==> config.mk <==
export PLATFORM = sky130hd
export DESIGN_NAME = sobol_epoch_arbiter
export DESIGN_NICKNAME = d
export VERILOG_FILES = /design/src/rtl/sobol_ctrl_pkg.sv /design/src/rtl/rr_arbiter.sv /design/src/rtl/sobol_epoch_arbiter.sv
export SDC_FILE = /design/constraint.sdc
export NUM_CORES = 1
export LEC_CHECK = 0
export ABC_CLOCK_PERIOD_IN_PS = 4500
export BUFFER_PORTS_ARGS = -buffer_cell sky130_fd_sc_hd__buf_2
export CAP_MARGIN = 40
export CORE_MARGIN = 4
export CORE_UTILIZATION = 46
export DETAILED_ROUTE_END_ITERATION = 10
export PLACE_DENSITY_LB_ADDON = 0.08
export SLEW_MARGIN = 20
export SYNTH_ARGS = -nofsm -noshare
export SYNTH_HDL_FRONTEND = slang
export SYNTH_SLANG_ARGS = --single-unit
==> constraint.sdc <==
create_clock -name iClk -period 4.5 [get_ports iClk]
set_input_delay 0.9 -clock iClk [delete_from_list [all_inputs] [get_ports iClk]]
set_output_delay 0.9 -clock iClk [all_outputs]
set_load 0.02 [all_outputs]
==> src/rtl/sobol_ctrl_pkg.sv <==
// Shared types and helpers for the Sobol epoch arbiter.
package sobol_ctrl_pkg;

  // Default RNG output width, matching the sobolrng instance.
  localparam int unsigned DefBitwidth = 8;

  // Widest requester vector rr_next can search.
  localparam int unsigned MaxReq = 16;

  typedef enum logic [1:0] {
    IDLE,
    CLEAR,
    RUN,
    DONE
  } epoch_state_e;

  // Round-robin search: first set bit of req at or above ptr, wrapping modulo nreq.
  // Returns ptr when no bit is set; callers qualify with |req.
  function automatic logic [3:0] rr_next(input logic [3:0]        ptr,
                                         input logic [MaxReq-1:0] req,
                                         input int unsigned       nreq);
    logic [3:0]  win;
    logic        found;
    int unsigned idx;
    win   = ptr;
    found = 1'b0;
    for (int unsigned i = 0; i < MaxReq; i++) begin
      idx = (32'(ptr) + i) % nreq;
      if (!found && (i < nreq) && req[idx[3:0]]) begin
        win   = idx[3:0];
        found = 1'b1;
      end
    end
    return win;
  endfunction

endpackage

==> src/rtl/rr_arbiter.sv <==
// Combinational round-robin picker: one-hot grant to the first requester at or after ptr.
module rr_arbiter
  import sobol_ctrl_pkg::*;
#(
  parameter int unsigned NREQ = 4
) (
  input  logic [NREQ-1:0]         req,
  input  logic [$clog2(NREQ)-1:0] ptr,
  output logic [NREQ-1:0]         gnt,
  output logic                    any
);

  logic [MaxReq-1:0] req_ext;
  logic [3:0]        win;

  // Widen to the helper's fixed search width, pick, and decode to one-hot.
  always_comb begin
    req_ext            = '0;
    req_ext[NREQ-1:0]  = req;
    win                = rr_next(4'(ptr), req_ext, NREQ);
    any                = |req;
    gnt                = any ? (NREQ'(1) << win) : '0;
  end

endmodule

==> src/rtl/sobol_epoch_arbiter.sv <==
// Grants one shared sobolrng to a single lane for a whole epoch of EPOCH_LEN samples.
module sobol_epoch_arbiter
  import sobol_ctrl_pkg::*;
#(
  parameter int unsigned NREQ      = 4,
  parameter int unsigned BITWIDTH  = DefBitwidth,
  parameter int unsigned EPOCH_LEN = 2 ** BITWIDTH
) (
  input  logic                         iClk,
  input  logic                         iRst,
  input  logic [NREQ-1:0]              iReq,
  input  logic [NREQ-1:0]              iStall,
  output logic [NREQ-1:0]              oGnt,
  output logic                         oRngEn,
  output logic                         oRngClr,
  output logic                         oValid,
  output logic [$clog2(EPOCH_LEN)-1:0] oCnt,
  output logic                         oDone,
  output logic                         oAborted
);

  localparam int unsigned  CntW    = $clog2(EPOCH_LEN);
  localparam int unsigned  PtrW    = $clog2(NREQ);
  localparam logic [CntW-1:0] CntLast = CntW'(EPOCH_LEN - 1);
  localparam logic [PtrW-1:0] PtrLast = PtrW'(NREQ - 1);

  epoch_state_e    state_q, state_d;
  logic [PtrW-1:0] ptr_q, ptr_d;
  logic [NREQ-1:0] gnt_q, gnt_d;
  logic [CntW-1:0] cnt_q, cnt_d;
  logic            aborted_q, aborted_d;

  logic [NREQ-1:0] arb_gnt;
  logic            arb_any;
  logic            g_req;
  logic            g_stall;
  logic [PtrW-1:0] gnt_idx;
  logic [PtrW-1:0] ptr_next;

  rr_arbiter #(
    .NREQ(NREQ)
  ) u_rr_arbiter (
    .req(iReq),
    .ptr(ptr_q),
    .gnt(arb_gnt),
    .any(arb_any)
  );

  // Owner's request/stall bits and its index, used for the post-epoch pointer advance.
  always_comb begin
    g_req   = |(iReq & gnt_q);
    g_stall = |(iStall & gnt_q);
    gnt_idx = '0;
    for (int unsigned i = 0; i < NREQ; i++) begin
      if (gnt_q[i]) gnt_idx = PtrW'(i);
    end
    ptr_next = (gnt_idx == PtrLast) ? '0 : gnt_idx + PtrW'(1);
  end

  // Epoch FSM: next state and outputs. Only iReq/iStall reach oValid/oRngEn combinationally.
  always_comb begin
    state_d   = state_q;
    ptr_d     = ptr_q;
    gnt_d     = gnt_q;
    cnt_d     = cnt_q;
    aborted_d = aborted_q;
    oGnt      = '0;
    oRngEn    = 1'b0;
    oRngClr   = 1'b0;
    oValid    = 1'b0;
    oDone     = 1'b0;
    oAborted  = 1'b0;
    oCnt      = cnt_q;
    case (state_q)
      IDLE: begin
        if (arb_any) begin
          gnt_d     = arb_gnt;
          cnt_d     = '0;
          aborted_d = 1'b0;
          state_d   = CLEAR;
        end
      end
      CLEAR: begin
        oGnt    = gnt_q;
        oRngClr = 1'b1;
        state_d = RUN;
      end
      RUN: begin
        oGnt = gnt_q;
        // A dropped request wins over a simultaneous final sample.
        if (!g_req) begin
          aborted_d = 1'b1;
          state_d   = DONE;
        end else if (!g_stall) begin
          oValid = 1'b1;
          oRngEn = 1'b1;
          if (cnt_q == CntLast) begin
            state_d = DONE;
          end else begin
            cnt_d = cnt_q + CntW'(1);
          end
        end
      end
      DONE: begin
        oDone    = 1'b1;
        oAborted = aborted_q;
        ptr_d    = ptr_next;
        gnt_d    = '0;
        cnt_d    = '0;
        state_d  = IDLE;
      end
      default: state_d = IDLE;
    endcase
  end

  // State registers with synchronous reset; a reset mid-epoch simply discards it.
  always_ff @(posedge iClk) begin
    if (iRst) begin
      state_q   <= IDLE;
      ptr_q     <= '0;
      gnt_q     <= '0;
      cnt_q     <= '0;
      aborted_q <= 1'b0;
    end else begin
      state_q   <= state_d;
      ptr_q     <= ptr_d;
      gnt_q     <= gnt_d;
      cnt_q     <= cnt_d;
      aborted_q <= aborted_d;
    end
  end

endmodule

==> metrics.txt <==
# TYPE chip_impl_metric gauge
chip_impl_metric{name="clk-insertion-delay-late",unit="ns"} 0.29
chip_impl_info{name="layout.cells.most_common",value="sky130_fd_sc_hd__buf_2"} 1
chip_impl_metric{name="final_nets",unit=""} 179
chip_impl_metric{name="synthesis.area_per_instance",unit="um^2"} 8.01
chip_impl_metric{name="ir_worst_vdd",unit="mV"} 0.230
chip_impl_metric{name="gp_congestion",unit=""} 0.799
chip_impl_metric{name="pwr_density_cell",unit="nW/um^2"} 388
chip_impl_metric{name="detailedPlacementHpwl",unit="mm"} 2.01
chip_impl_metric{name="pin_count",unit=""} 27
chip_impl_metric{name="clock_tree.buffer_depth",unit=""} 2
chip_impl_info{name="synth_ff_type",value="sky130_fd_sc_hd__dfxtp_1"} 1
chip_impl_info{name="run_status",value="finished, final reports clean"} 1
chip_impl_metric{name="met3RoutedLength",unit="um"} 168
chip_impl_metric{name="slew_violations",unit=""} 0
chip_impl_metric{name="routed_via_density",unit=""} 5.67
chip_impl_metric{name="synth.ff_latch_count",unit=""} 17
chip_impl_metric{name="worst_setup_hold_path_clk_slew",unit="ns"} 0.10
chip_impl_metric{name="combined_area_of_the_multi_input_logic_cells",unit="um^2"} 703
chip_impl_metric{name="num_rows",unit=""} 17
chip_impl_metric{name="cts_setup_buffers",unit=""} 0
chip_impl_metric{name="die_h",unit="um"} 56.3
chip_impl_metric{name="finalCoreUtilization",unit="%"} 56.7
chip_impl_metric{name="postCtsResizedCells",unit=""} 0
chip_impl_metric{name="grt_max_degree",unit=""} 15
chip_impl_metric{name="synthCells",unit=""} 134
chip_impl_info{name="cts_tree",value="yes"} 1
chip_impl_metric{name="preCtsSetupSlack",unit="ns"} 1.85
chip_impl_metric{name="synth_nets",unit=""} 150
chip_impl_metric{name="postCtsHoldBufs",unit=""} 0
chip_impl_metric{name="cp_data_arrival_time",unit="ns"} 1.77
chip_impl_metric{name="timing.final.setup_violations",unit=""} 0
chip_impl_metric{name="antenna_found_initial",unit=""} 0
chip_impl_metric{name="finalInstanceArea",unit="um^2"} 1250
chip_impl_metric{name="max-slew-margin-rel",unit="%"} 70.8
chip_impl_info{name="crit_type",value="in -> out"} 1
chip_impl_info{name="clock-root-buffer",value="sky130_fd_sc_hd__clkbuf_4"} 1
chip_impl_metric{name="register_cell_area_after_layout",unit="um^2"} 340
chip_impl_metric{name="detailroute.via_count",unit=""} 1077
chip_impl_metric{name="antennaDiodeCount",unit=""} 0
chip_impl_metric{name="maximum_fanout_along_the_worst_path",unit=""} 8
chip_impl_metric{name="finalWorstPathRequiredPeriod",unit="ns"} 2.67
chip_impl_info{name="top_library_cells_by_usage_in_the_layout_fill_and_taps_aside",value="26 x sky130_fd_sc_hd__buf_2, 17 x sky130_fd_sc_hd__dfxtp_1, 14 x sky130_fd_sc_hd__nor2_1, 14 x sky130_fd_sc_hd__nand2_1, 9 x sky130_fd_sc_hd__a21oi_1"} 1
chip_impl_metric{name="synth_edf_count",unit=""} 0
chip_impl_metric{name="width_of_the_die",unit="um"} 56.3
chip_impl_metric{name="detailedRoute.firstIterationViolations",unit=""} 39
chip_impl_metric{name="initial_core_util",unit="%"} 48.5
chip_impl_metric{name="core_area",unit="um^2"} 2210
chip_impl_metric{name="summed_negative_setup_slack_over_all_endpoints",unit="ns"} 0
chip_impl_metric{name="post-route-period-util",unit="%"} 59.4
chip_impl_metric{name="grt_first_pass_wirelength",unit="mm"} 4.52
chip_impl_metric{name="drt.antenna.violating_nets",unit=""} 0
chip_impl_metric{name="portBuffers",unit=""} 26
chip_impl_metric{name="skew",unit="ns"} 0.0109
chip_impl_metric{name="synthArstFlopShare",unit="%"} 0
chip_impl_metric{name="globalRoute.totalOverflow",unit=""} 0
chip_impl_info{name="end_kind",value="output port"} 1
chip_impl_metric{name="detailroute.wirelength.met2",unit="mm"} 1.26
chip_impl_metric{name="cts_buffers",unit=""} 3
chip_impl_metric{name="drt_first_pass_iters",unit=""} 4
chip_impl_info{name="topRoutingLayerUsed",value="met4"} 1
chip_impl_metric{name="timing.final.hold_violations",unit=""} 0
chip_impl_metric{name="track_usage",unit="%"} 17.4
chip_impl_metric{name="fp.dieArea",unit="um^2"} 3170
chip_impl_metric{name="post_drt_wl_per_cell",unit="um"} 14.0
chip_impl_metric{name="mappedNetlistArea",unit="um^2"} 1070
chip_impl_metric{name="number_of_inserted_filler_cells_in_the_final_layout",unit=""} 231
chip_impl_metric{name="aggregate_routed_wire_length",unit="mm"} 2.66
chip_impl_metric{name="total_of_warnings_raised_by_yosys",unit=""} 0
chip_impl_metric{name="cts_num_sinks",unit=""} 17
chip_impl_metric{name="fin_ws",unit="ns"} 1.83
chip_impl_metric{name="leakage",unit="nW"} 0.547
chip_impl_info{name="startpoint_type",value="input pin"} 1
chip_impl_metric{name="synth.distinct_cells",unit=""} 37
chip_impl_info{name="rsz0062_at_grt",value="no"} 1
chip_impl_metric{name="max_slew.worst_pin.slew",unit="ns"} 0.434
chip_impl_metric{name="cap_viol_max_count",unit=""} 0
chip_impl_metric{name="post_dp_cell_area",unit="um^2"} 1230
chip_impl_metric{name="first_global_vias",unit=""} 1000
chip_impl_metric{name="detail_route.wirelength.met1",unit="mm"} 1.22
chip_impl_metric{name="htree_num_levels",unit=""} 1
chip_impl_metric{name="seq_area_frac_synth",unit="%"} 31.7
chip_impl_metric{name="achievable-frequency",unit="MHz"} 374
chip_impl_metric{name="layout-area-overhead-vs-synth",unit="%"} 16.9
chip_impl_metric{name="worst_ep_required_time",unit="ns"} 3.60
chip_impl_metric{name="layout-drive-gt1-share",unit="%"} 22.2
chip_impl_info{name="hp-class",value="reg -> reg"} 1
chip_impl_metric{name="drc",unit=""} 0
## final cells by class
| class | count | share of cell area [%] |
|---|---|---|
| Clock buffer | 3 | 1.79 |
| Clock inverter | 1 | 0.399 |
| Inverter | 5 | 1.50 |
| Multi-Input combinational cell | 110 | 56.0 |
| Sequential cell | 17 | 27.1 |
| Tap cell | 28 | 2.79 |
| Timing Repair Buffer | 26 | 10.4 |
## flip-flops by register name, indices dropped and copies added (netlist names)
register / flops
gnt_q: 4
state_q: 2
aborted_q: 1
ptr_q: 2
oCnt: 8
## power breakdown
group | switching (W) | leakage [nW] | internal, W | total, W
combinational | 0.000126 | 0.392 | 0.0000807 | 0.000207
clock | 0.0000513 | 0.0177 | 0.0000331 | 0.0000844
sequential | 0.0000245 | 0.138 | 0.000171 | 0.000196
## worst max-delay path, stage by stage
cell and delay, ns:
sky130_fd_sc_hd__buf_2 0.15, sky130_fd_sc_hd__a22oi_1 0.10, sky130_fd_sc_hd__a21boi_2 0.26, sky130_fd_sc_hd__and2_1 0.19, sky130_fd_sc_hd__buf_2 0.17
## through the flow
step	std cells	power [W]	hold WS [ns]
3_5_place_dp	186	0.000405	0.491
6_report	190	0.000487	0.510
3_3_place_gp	186	0.000399	0.483
4_1_cts	190	0.000491	0.511
5_1_grt	190	0.000528	0.529
2_1_floorplan	134	0.000349	0.458
## layer usage
metal  up-vias  global-route usage [%]
li1        548                       -
met1       499                    23.3
met2        28                    28.0
met3         2                    2.99
met4         0                    5.76
met5         -                       0
## worst paths after layout
check,slack (ns),start,cells past startpoint,end
max,1.83,iReq[3],5,oRngEn
min,0.51,aborted_q$_SDFFE_PP0P_,2,aborted_q$_SDFFE_PP0P_
max reg2reg,2.39,state_q[1]$_SDFFE_PP0P_,7,oCnt[6]$_SDFFE_PP0P_
min reg2reg,0.51,aborted_q$_SDFFE_PP0P_,2,aborted_q$_SDFFE_PP0P_
## Yosys cell counts (2+ instances only)
cell | count | area share, %
sky130_fd_sc_hd__a21o_1 | 2 | 1.4
sky130_fd_sc_hd__a21oi_1 | 9 | 4.2
sky130_fd_sc_hd__a22o_1 | 3 | 2.4
sky130_fd_sc_hd__a22oi_1 | 3 | 2.1
sky130_fd_sc_hd__and2_1 | 8 | 4.7
sky130_fd_sc_hd__dfxtp_1 | 17 | 32
sky130_fd_sc_hd__ha_1 | 6 | 7.0
sky130_fd_sc_hd__inv_1 | 5 | 1.7
sky130_fd_sc_hd__mux2i_1 | 3 | 2.8
sky130_fd_sc_hd__nand2_1 | 14 | 4.9
sky130_fd_sc_hd__nand3_1 | 6 | 2.8
sky130_fd_sc_hd__nand3b_1 | 3 | 2.1
sky130_fd_sc_hd__nand4_1 | 2 | 1.2
sky130_fd_sc_hd__nor2_1 | 14 | 4.9
sky130_fd_sc_hd__nor2b_1 | 2 | 1.2
sky130_fd_sc_hd__nor3_1 | 4 | 1.9
sky130_fd_sc_hd__o211ai_1 | 4 | 2.8
sky130_fd_sc_hd__o21ai_0 | 3 | 1.4
sky130_fd_sc_hd__or3_1 | 2 | 1.2
sky130_fd_sc_hd__or4_1 | 7 | 4.9
## kinds of logic after synthesis
family | after synthesis | share of synthesized area, %
and+or+nand+nor | 69 | 34.5
buffers and inverters | 7 | 2.80
adders and majority gates | 6 | 6.99
AOI/OAI and AO/OA | 30 | 19.3
DFF | 17 | 31.7
muxes | 4 | 3.85
xor gates and xnor gates | 1 | 0.816
Power figures use the tool's default switching activity.
